### src/rtl/fir_mac_nch.sv
// fir_mac_nch: multi-channel FIR multiply-accumulate engine.
// Each run reads NTAPS coefficients from an external synchronous ROM.
// In each tap it multiplies the coefficient with one sample per channel.
// At the end of the run it emits one filtered sample per channel.
// Optional feature macro: FIR_SAT_EN.
//   Defined: each channel's output saturates, and a sat_flag port is added.
//   Undefined: each output is a plain truncated slice that wraps.
module fir_mac_nch #(
  parameter int DW    = 16,
  parameter int CW    = 16,
  parameter int NTAPS = 1023,
  parameter int NCH   = 2,
  parameter int FRAC  = 15,
  parameter int AW    = $clog2(NTAPS)
) (
  input  logic              clk,
  input  logic              rst,
  input  logic              sequencing,
  input  logic [NCH*DW-1:0] smpl_in,
  input  logic [CW-1:0]     coef_in,
  output logic [AW-1:0]     coef_addr,
  output logic              smpl_req,
  output logic [NCH*DW-1:0] smpl_out,
  output logic              out_vld,
  output logic              busy
`ifdef FIR_SAT_EN
  ,
  output logic [NCH-1:0]    sat_flag
`endif
);

  localparam int ACCW = DW + CW + $clog2(NTAPS);
  localparam int XW   = ACCW - DW - CW;
  localparam int HIW  = ACCW - (FRAC + DW - 1);
  localparam logic [AW-1:0] LAST = AW'(NTAPS - 1);

  typedef enum logic [2:0] {IDLE, RUN, DRAIN, DONE, WAIT_LOW} state_t;

  state_t            state_q, state_d;
  logic              seq_q;
  logic [AW-1:0]     addr_q, addr_d;
  logic              vld_q, vld_d;
  logic              busy_q, busy_d;
  logic              out_vld_q, out_vld_d;
  logic [NCH*DW-1:0] out_q, out_d;
  logic [ACCW-1:0]   acc_q [NCH];
  logic [ACCW-1:0]   acc_d [NCH];
  logic [NCH*DW-1:0] res;
  logic              start;
  logic              clr;
`ifdef FIR_SAT_EN
  logic [NCH-1:0]    clamp;
  logic [NCH-1:0]    sat_q, sat_d;
`endif

  assign start = sequencing & ~seq_q;
  assign clr   = (state_q == IDLE) && start;

  // Per-channel MAC datapath and output slicing.
  for (genvar gi = 0; gi < NCH; gi++) begin : g_ch
    logic signed [DW+CW-1:0] prod;
    logic                    unused_acc;
    assign prod = $signed(coef_in) * $signed(smpl_in[gi*DW +: DW]);
    // The accumulator is cleared on an accepted start.
    // It adds one product in each cycle in which a sample is consumed.
    assign acc_d[gi] = clr   ? '0 :
                       vld_q ? acc_q[gi] + {{XW{prod[DW+CW-1]}}, prod} :
                               acc_q[gi];
    // Only the output window of the accumulator is sampled.
    // The other bits are folded into this signal so they count as read.
    assign unused_acc = ^acc_q[gi];
`ifdef FIR_SAT_EN
    logic [HIW-1:0] hi;
    assign hi = acc_q[gi][ACCW-1:FRAC+DW-1];
    // If the bits above the window are not all copies of the sign bit,
    // the value does not fit in DW bits.
    assign clamp[gi] = ~((&hi) | ~(|hi));
    assign res[gi*DW +: DW] = !clamp[gi]       ? acc_q[gi][FRAC+DW-1:FRAC] :
                              acc_q[gi][ACCW-1] ? {1'b1, {(DW-1){1'b0}}} :
                                                  {1'b0, {(DW-1){1'b1}}};
`else
    assign res[gi*DW +: DW] = acc_q[gi][FRAC+DW-1:FRAC];
`endif
  end

  // Next-state logic for the sequencer, the outputs and the output capture.
  always_comb begin
    state_d   = state_q;
    addr_d    = addr_q;
    vld_d     = 1'b0;
    busy_d    = busy_q;
    out_vld_d = 1'b0;
    out_d     = out_q;
`ifdef FIR_SAT_EN
    sat_d     = sat_q;
`endif
    case (state_q)
      IDLE: begin
        addr_d = '0;
        busy_d = 1'b0;
        if (start) begin
          state_d = RUN;
          busy_d  = 1'b1;
        end
      end
      RUN: begin
        if (!sequencing) begin
          state_d = IDLE;
          addr_d  = '0;
          busy_d  = 1'b0;
        end else begin
          // The sample for this address is consumed one cycle later.
          vld_d = 1'b1;
          if (addr_q == LAST) begin
            state_d = DRAIN;
            addr_d  = '0;
          end else begin
            addr_d = addr_q + 1'b1;
          end
        end
      end
      DRAIN: begin
        if (!sequencing) begin
          state_d = IDLE;
          busy_d  = 1'b0;
        end else begin
          state_d = DONE;
        end
      end
      DONE: begin
        state_d   = WAIT_LOW;
        busy_d    = 1'b0;
        out_vld_d = 1'b1;
        out_d     = res;
`ifdef FIR_SAT_EN
        sat_d     = clamp;
`endif
      end
      WAIT_LOW: begin
        if (!sequencing) state_d = IDLE;
      end
      default: state_d = IDLE;
    endcase
  end

  // State registers, with asynchronous clear.
  always_ff @(posedge clk or posedge rst) begin
    if (rst) begin
      state_q   <= IDLE;
      seq_q     <= 1'b0;
      addr_q    <= '0;
      vld_q     <= 1'b0;
      busy_q    <= 1'b0;
      out_vld_q <= 1'b0;
      out_q     <= '0;
`ifdef FIR_SAT_EN
      sat_q     <= '0;
`endif
      for (int c = 0; c < NCH; c++) acc_q[c] <= '0;
    end else begin
      state_q   <= state_d;
      seq_q     <= sequencing;
      addr_q    <= addr_d;
      vld_q     <= vld_d;
      busy_q    <= busy_d;
      out_vld_q <= out_vld_d;
      out_q     <= out_d;
`ifdef FIR_SAT_EN
      sat_q     <= sat_d;
`endif
      for (int c = 0; c < NCH; c++) acc_q[c] <= acc_d[c];
    end
  end

  assign coef_addr = addr_q;
  assign smpl_req  = vld_q;
  assign smpl_out  = out_q;
  assign out_vld   = out_vld_q;
  assign busy      = busy_q;
`ifdef FIR_SAT_EN
  assign sat_flag  = sat_q;
`endif

endmodule
### config.mk
export PLATFORM = sky130hd
export DESIGN_NAME = fir_mac_nch
export DESIGN_NICKNAME = d
export VERILOG_FILES = /design/src/rtl/fir_mac_nch.sv
export SDC_FILE = /design/constraint.sdc
export NUM_CORES = 2
export LEC_CHECK = 0
export CAP_MARGIN = 15
export CORE_UTILIZATION = 35
export DETAILED_ROUTE_END_ITERATION = 16
export GPL_ROUTABILITY_DRIVEN = 0
export PLACE_DENSITY = 0.5
export SYNTH_ARGS = -nofsm -noshare
export SYNTH_HDL_FRONTEND = slang
export SYNTH_SLANG_ARGS = --single-unit
### constraint.sdc
create_clock -name clk -period 4.3 [get_ports clk]
set_input_delay 0.86 -clock clk [delete_from_list [all_inputs] [get_ports clk]]
set_output_delay 0.86 -clock clk [all_outputs]
set_load 0.01 [all_outputs]
# After elaboration in Yosys (flattened, before gate mapping)
# Index checks and enable logic that the tools add are counted.
# W data, S select, Z words.
# op_classes
reduce_logical	8
eq_ne	9
n_mul	2
n_mux	19
addsub	3
bitwise_logic	2
# ops
cell	count
$mux W42	4
$add A42 B42 Y42	2
$mul A16 B16 Y32	2
$mux W10	2
$pmux W10 S2	1
$pmux W3 S5	1
$mux W3	4
$add A10 B1 Y10 const B	1
$eq A10 B10 Y1 const B	1
$eq A3 B2 Y1 const B	2
$ne A2 B2 Y1 const B	3
$mux W1	5
$reduce_bool A2 Y1	2
$eq A3 B1 Y1 const B	1
$eq A3 B3 Y1 const B	1
$logic_not A3 Y1	1
$ne A3 B3 Y1 const B	1
$pmux W1 S3	1
$reduce_and A3 Y1	1
$reduce_bool A3 Y1	1
$mux W2	1
$reduce_and A2 Y1	1
$reduce_or A2 Y1	1
$and A1 B1 Y1	1
2 further kinds	2
# totals
register_bits	133
elab_cells	52

# Depth between registers and ports, before layout
# logic_depth
word_depth	4
mapped_depth	34
depth_no_buf	33

# Worst setup path before layout
# No wires, ideal clock.
# synth_timing
path_type	input port to flip-flop
from	in smpl_in[1]
to	reg acc_q[71] (netlist name)
path_slack_ns	-3.716
arrival_time_ns	7.884
setup_time_ns	0.132
path_stages	31
n_path_buf	1
cell_sequence	clkbuf_1 > nand2_1 > fa_1 > fa_1 > fa_1 > inv_1 > fa_1 > fa_1 > inv_1 > fa_1 > inv_1 > ha_1 > a21o_1 > a21o_1 > a21o_1 > o21a_1 > o31ai_2 > nand2_1 > a21o_1 > a211oi_1 > nor2_1 > ha_1 > a21o_1 > a21oi_1 > o21ai_0 > a21o_1 > a31o_1 > and2_1 > o311ai_1 > mux2i_1 > o21ai_1
# synth_via
elab_chain_len	4
# synth_rtl
item	line_no	rtl
start, declared	19	input logic [NCH*DW-1:0] smpl_in,
$mul A16 B16 Y32	63	assign prod = $signed(coef_in) * $signed(smpl_in[gi*DW +: DW]);
$add A42 B42 Y42	67	vld_q ? acc_q[gi] + {{XW{prod[DW+CW-1]}}, prod} :
$mux W42	67	
$mux W42	66	assign acc_d[gi] = clr ? '0 :
end, declared	46	logic [ACCW-1:0] acc_q [NCH];
# Every way passes these cells. The select of a mux whose other input is x is not followed.
# A chain may end at the register's enable or synchronous reset.

# Worst setup path after layout
# layout_timing
from	in coef_in[5]
to	reg acc_q[25] (netlist name)
# layout_via
elab_chain_len	4
# layout_rtl
item	line_no	rtl
start, declared	20	input logic [CW-1:0] coef_in,
$mul A16 B16 Y32	63	
$add A42 B42 Y42	67	
$mux W42	67	
$mux W42	66	
# Every way passes these cells. The select of a mux whose other input is x is not followed.

==> impl_metrics.py <==
metrics = {
    "sta": {
        "maxSlewHeadroom": 0.3445,
        "finalCritPeriodShare": 1.847,
        "max_clock_freq_mhz": 125.9,
        "grt_setup_unrepaired": "true",
        "hold_violations": 0,
        "setup_ws_ns": -3.640,
        "worst_pin_slew_ns": 0.9832,
        "report.final.slew_viol_count": 0,
        "period_needed_ns": 7.940,
        "setup_viol": 52,
        "skew_ns": 0.02327,
    },
    "drt": {
        "via_per_inst": 4.768,
        "avgRoutedWirePerCell_um": 16.88,
        "drc": 0,
        "drt-pass1-iter-count": 5,
        "antenna_left": 0,
        "drt_iter0_drc": 911,
        "totalWireLength_um": 77240,
        "vias": 21821,
    },
    "yosys": {
        "ys_seq_elements": 111,
        "synth_flop_cell": "dfrtp_1",
        "yosysWarnings": 0,
        "ys_seq_area_frac": 0.1047,
        "yosys-top-cells-area": "fa_1, ha_1, dfrtp_1",
        "syn_inst": 2969,
        "synth-edff-count": 0,
        "netlist.area_leader.share": 0.3880,
        "syn_area_um2": 26520,
        "yosysMostFrequentCell": "inv_1",
        "postSynth.asyncResetShare": 1.000,
        "syn-num-nets": 3758,
        "syn_area_per_cell_um2": 8.932,
        "yosysTopAreaCell": "fa_1",
        "synthTopCellsByCount": "inv_1, fa_1, nand2_1",
        "synth_cell_type_count": 64,
    },
    "global_route": {
        "top_usage_layer": "met2",
        "overflow": 0,
        "use_met1": 0.3000,
        "grtUsageMet2": 0.3326,
        "met3_usage": 0.02325,
        "antenna_found_initial": 0,
        "grt_max_degree": 58,
        "grt_pass1_vias": 23772,
        "grt_usage": 0.2080,
        "grt_pass1_wl_um": 128400,
    },
    "die": {
        "core_area_um2": 74700,
        "die_area_um2": 76870,
        "start_util": 0.3550,
        "io_pins": 96,
        "core.rowCount": 100,
        "die_x_um": 277.3,
        "die_h_um": 277.3,
    },
    "final_layout": {
        "synthToLayoutAreaGrowth_pct": 39.82,
        "utilization": 0.4964,
        "finalInstanceArea_um2": 37080,
        "nNetsFinal": 4392,
        "diodes": 0,
        "drive_above_1_share": 0.3179,
    },
    "worst_setup_path": {
        "rr_endpoint": "acc_q[72]",
        "crit_type": "in2reg",
        "crit_start": "coef_in[5]",
        "crit_slowest_cell": "fa_2",
        "path_max_fanout": 6,
        "cp-endpoint": "acc_q[25]",
        "reg2reg_depth": 13,
        "path_common_cell": "fa_1",
        "cpPeakStageDelay_ns": 0.52,
        "worstPathRequired_ns": 4.60,
        "r2r-start": "acc_q[42]",
        "endpoint_kind": "flip-flop",
        "critPathLaunchType": "input pin",
        "reg2reg_setup_slack_ns": 1.28,
        "arrival_ns": 8.24,
    },
    "clocking": {
        "ctsHoldBuffers": 0,
        "cts_made_buffers": 9,
        "cts-root-buf": "clkbuf_16",
        "cts.reportedPaths.clkPinSlew_ns": 0.07,
        "clock_path_buffers": 2,
        "cts_tree": "done",
        "cts_sinks": 111,
        "insertion_delay_ns": 0.39,
        "htreeDepth": 3,
    },
    "min_path": {
        "min_path_type": "reg2reg",
    },
    "place": {
        "io_buffer_count": 95,
        "place_area_um2": 32990,
        "dpl.hpwl_um": 60540,
    },
    "status": {
        "violations": "setup timing",
        "status": "complete, but fails checks",
    },
    "run": {
        "drv_cap": 0,
    },
}
==> worst min-delay path by stage <==
| stage | startpoint | end | slack, ns | depth (start not counted) |
|---|---|---|---|---|
| final | smpl_out[2] | smpl_out[2] | 0.48 | 2 |
| after global routing | smpl_out[3] | smpl_out[3] | 0.51 | 2 |
| after CTS | smpl_out[22] | smpl_out[22] | 0.49 | 2 |
| after detailed placement | smpl_out[22] | smpl_out[22] | 0.47 | 2 |
| after global placement | smpl_out[16] | smpl_out[16] | 0.46 | 2 |
| after floorplan | acc_q[16] | smpl_out[17] | 0.46 | 2 |
==> cells by family (layout without fill, tap and decap cells) <==
family | count (synthesis) | in the layout | share of synthesized area
AO/OA/AOI/OAI | 320 | 320 | 0.07729
XOR/XNOR | 134 | 134 | 0.04426
adder cells (fa/ha/maj) | 738 | 738 | 0.4937
buffers and inverters | 709 | 1348 | 0.1004
flip-flops | 111 | 111 | 0.1047
multiplexers | 41 | 41 | 0.01552
AND/OR/NAND/NOR | 916 | 916 | 0.1641
==> placed cells by master, fill, tap and decap left out, drive strengths merged, types with 48 or more instances in the layout <==
cell type,count
inv,604
nor2,141
and2,245
dfrtp,111
o21ai,69
ha,224
buf,654
fa,514
nand2,406
clkdlybuf4s50,48
xnor2,100
a21oi,106
==> per-layer routing <==
| metal | up-vias | wire length, µm |
|---|---|---|
| li1 | 10302 | - |
| met1 | 11068 | 36820 |
| met2 | 385 | 35970 |
| met3 | 66 | 2820 |
| met4 | 0 | 1623 |
| met5 | - | 0 |
==> metrics by stage <==
| stage | setup WS, ns | instances | TNS, ns | hold slack (ns) |
|---|---|---|---|---|
| global route | -3.889 | 4577 | -144.92 | 0.5135 |
| detailed placement | -4.481 | 4412 | -171.87 | 0.4681 |
| floorplan | -3.479 | 2969 | -106.67 | 0.4642 |
| CTS | -3.457 | 4555 | -125.81 | 0.4893 |
| finish | -3.640 | 4577 | -132.80 | 0.4828 |
| global placement | -4.407 | 4412 | -171.04 | 0.4640 |
==> worst max-delay path, delay by kind of cell <==
family	cells	cell delay [ns]
xor gates and xnor gates	2	0.31
AOI/OAI and AO/OA	8	1.26
and+or+nand+nor	7	1.28
buffers and inverters	10	0.93
adders and majority gates	8	3.47
muxes	1	0.10
==> sequential cells by signal, indices dropped and copies added (netlist names) <==
name       cells
acc_q         62
smpl_out      32
coef_addr     10
state_q        3
busy           1
out_vld        1
seq_q          1
smpl_req       1
==> area by class of cell <==
| cell class | count | area [µm²] |
|---|---|---|
| Clock inverter | 4 | 31.28 |
| Multi-Input combinational cell | 2149 | 23860 |
| Tap cell | 969 | 1212 |
| Sequential cell | 111 | 2779 |
| Fill cell | 6825 | 37620 |
| Inverter | 604 | 2272 |
| Timing Repair Buffer | 728 | 6674 |
| Clock buffer | 12 | 246.5 |
==> what timing repair did <==
item,4_1_cts,5_1_grt
gates cloned,12,0
setup endpoints to repair,54,54
pin swaps,238,163
setup buffers,126,33
gates resized for setup,514,166
Power is left out: the tool's default activity adds up to more than one toggle a clock period on the data nets, which glitch-free logic cannot reach.
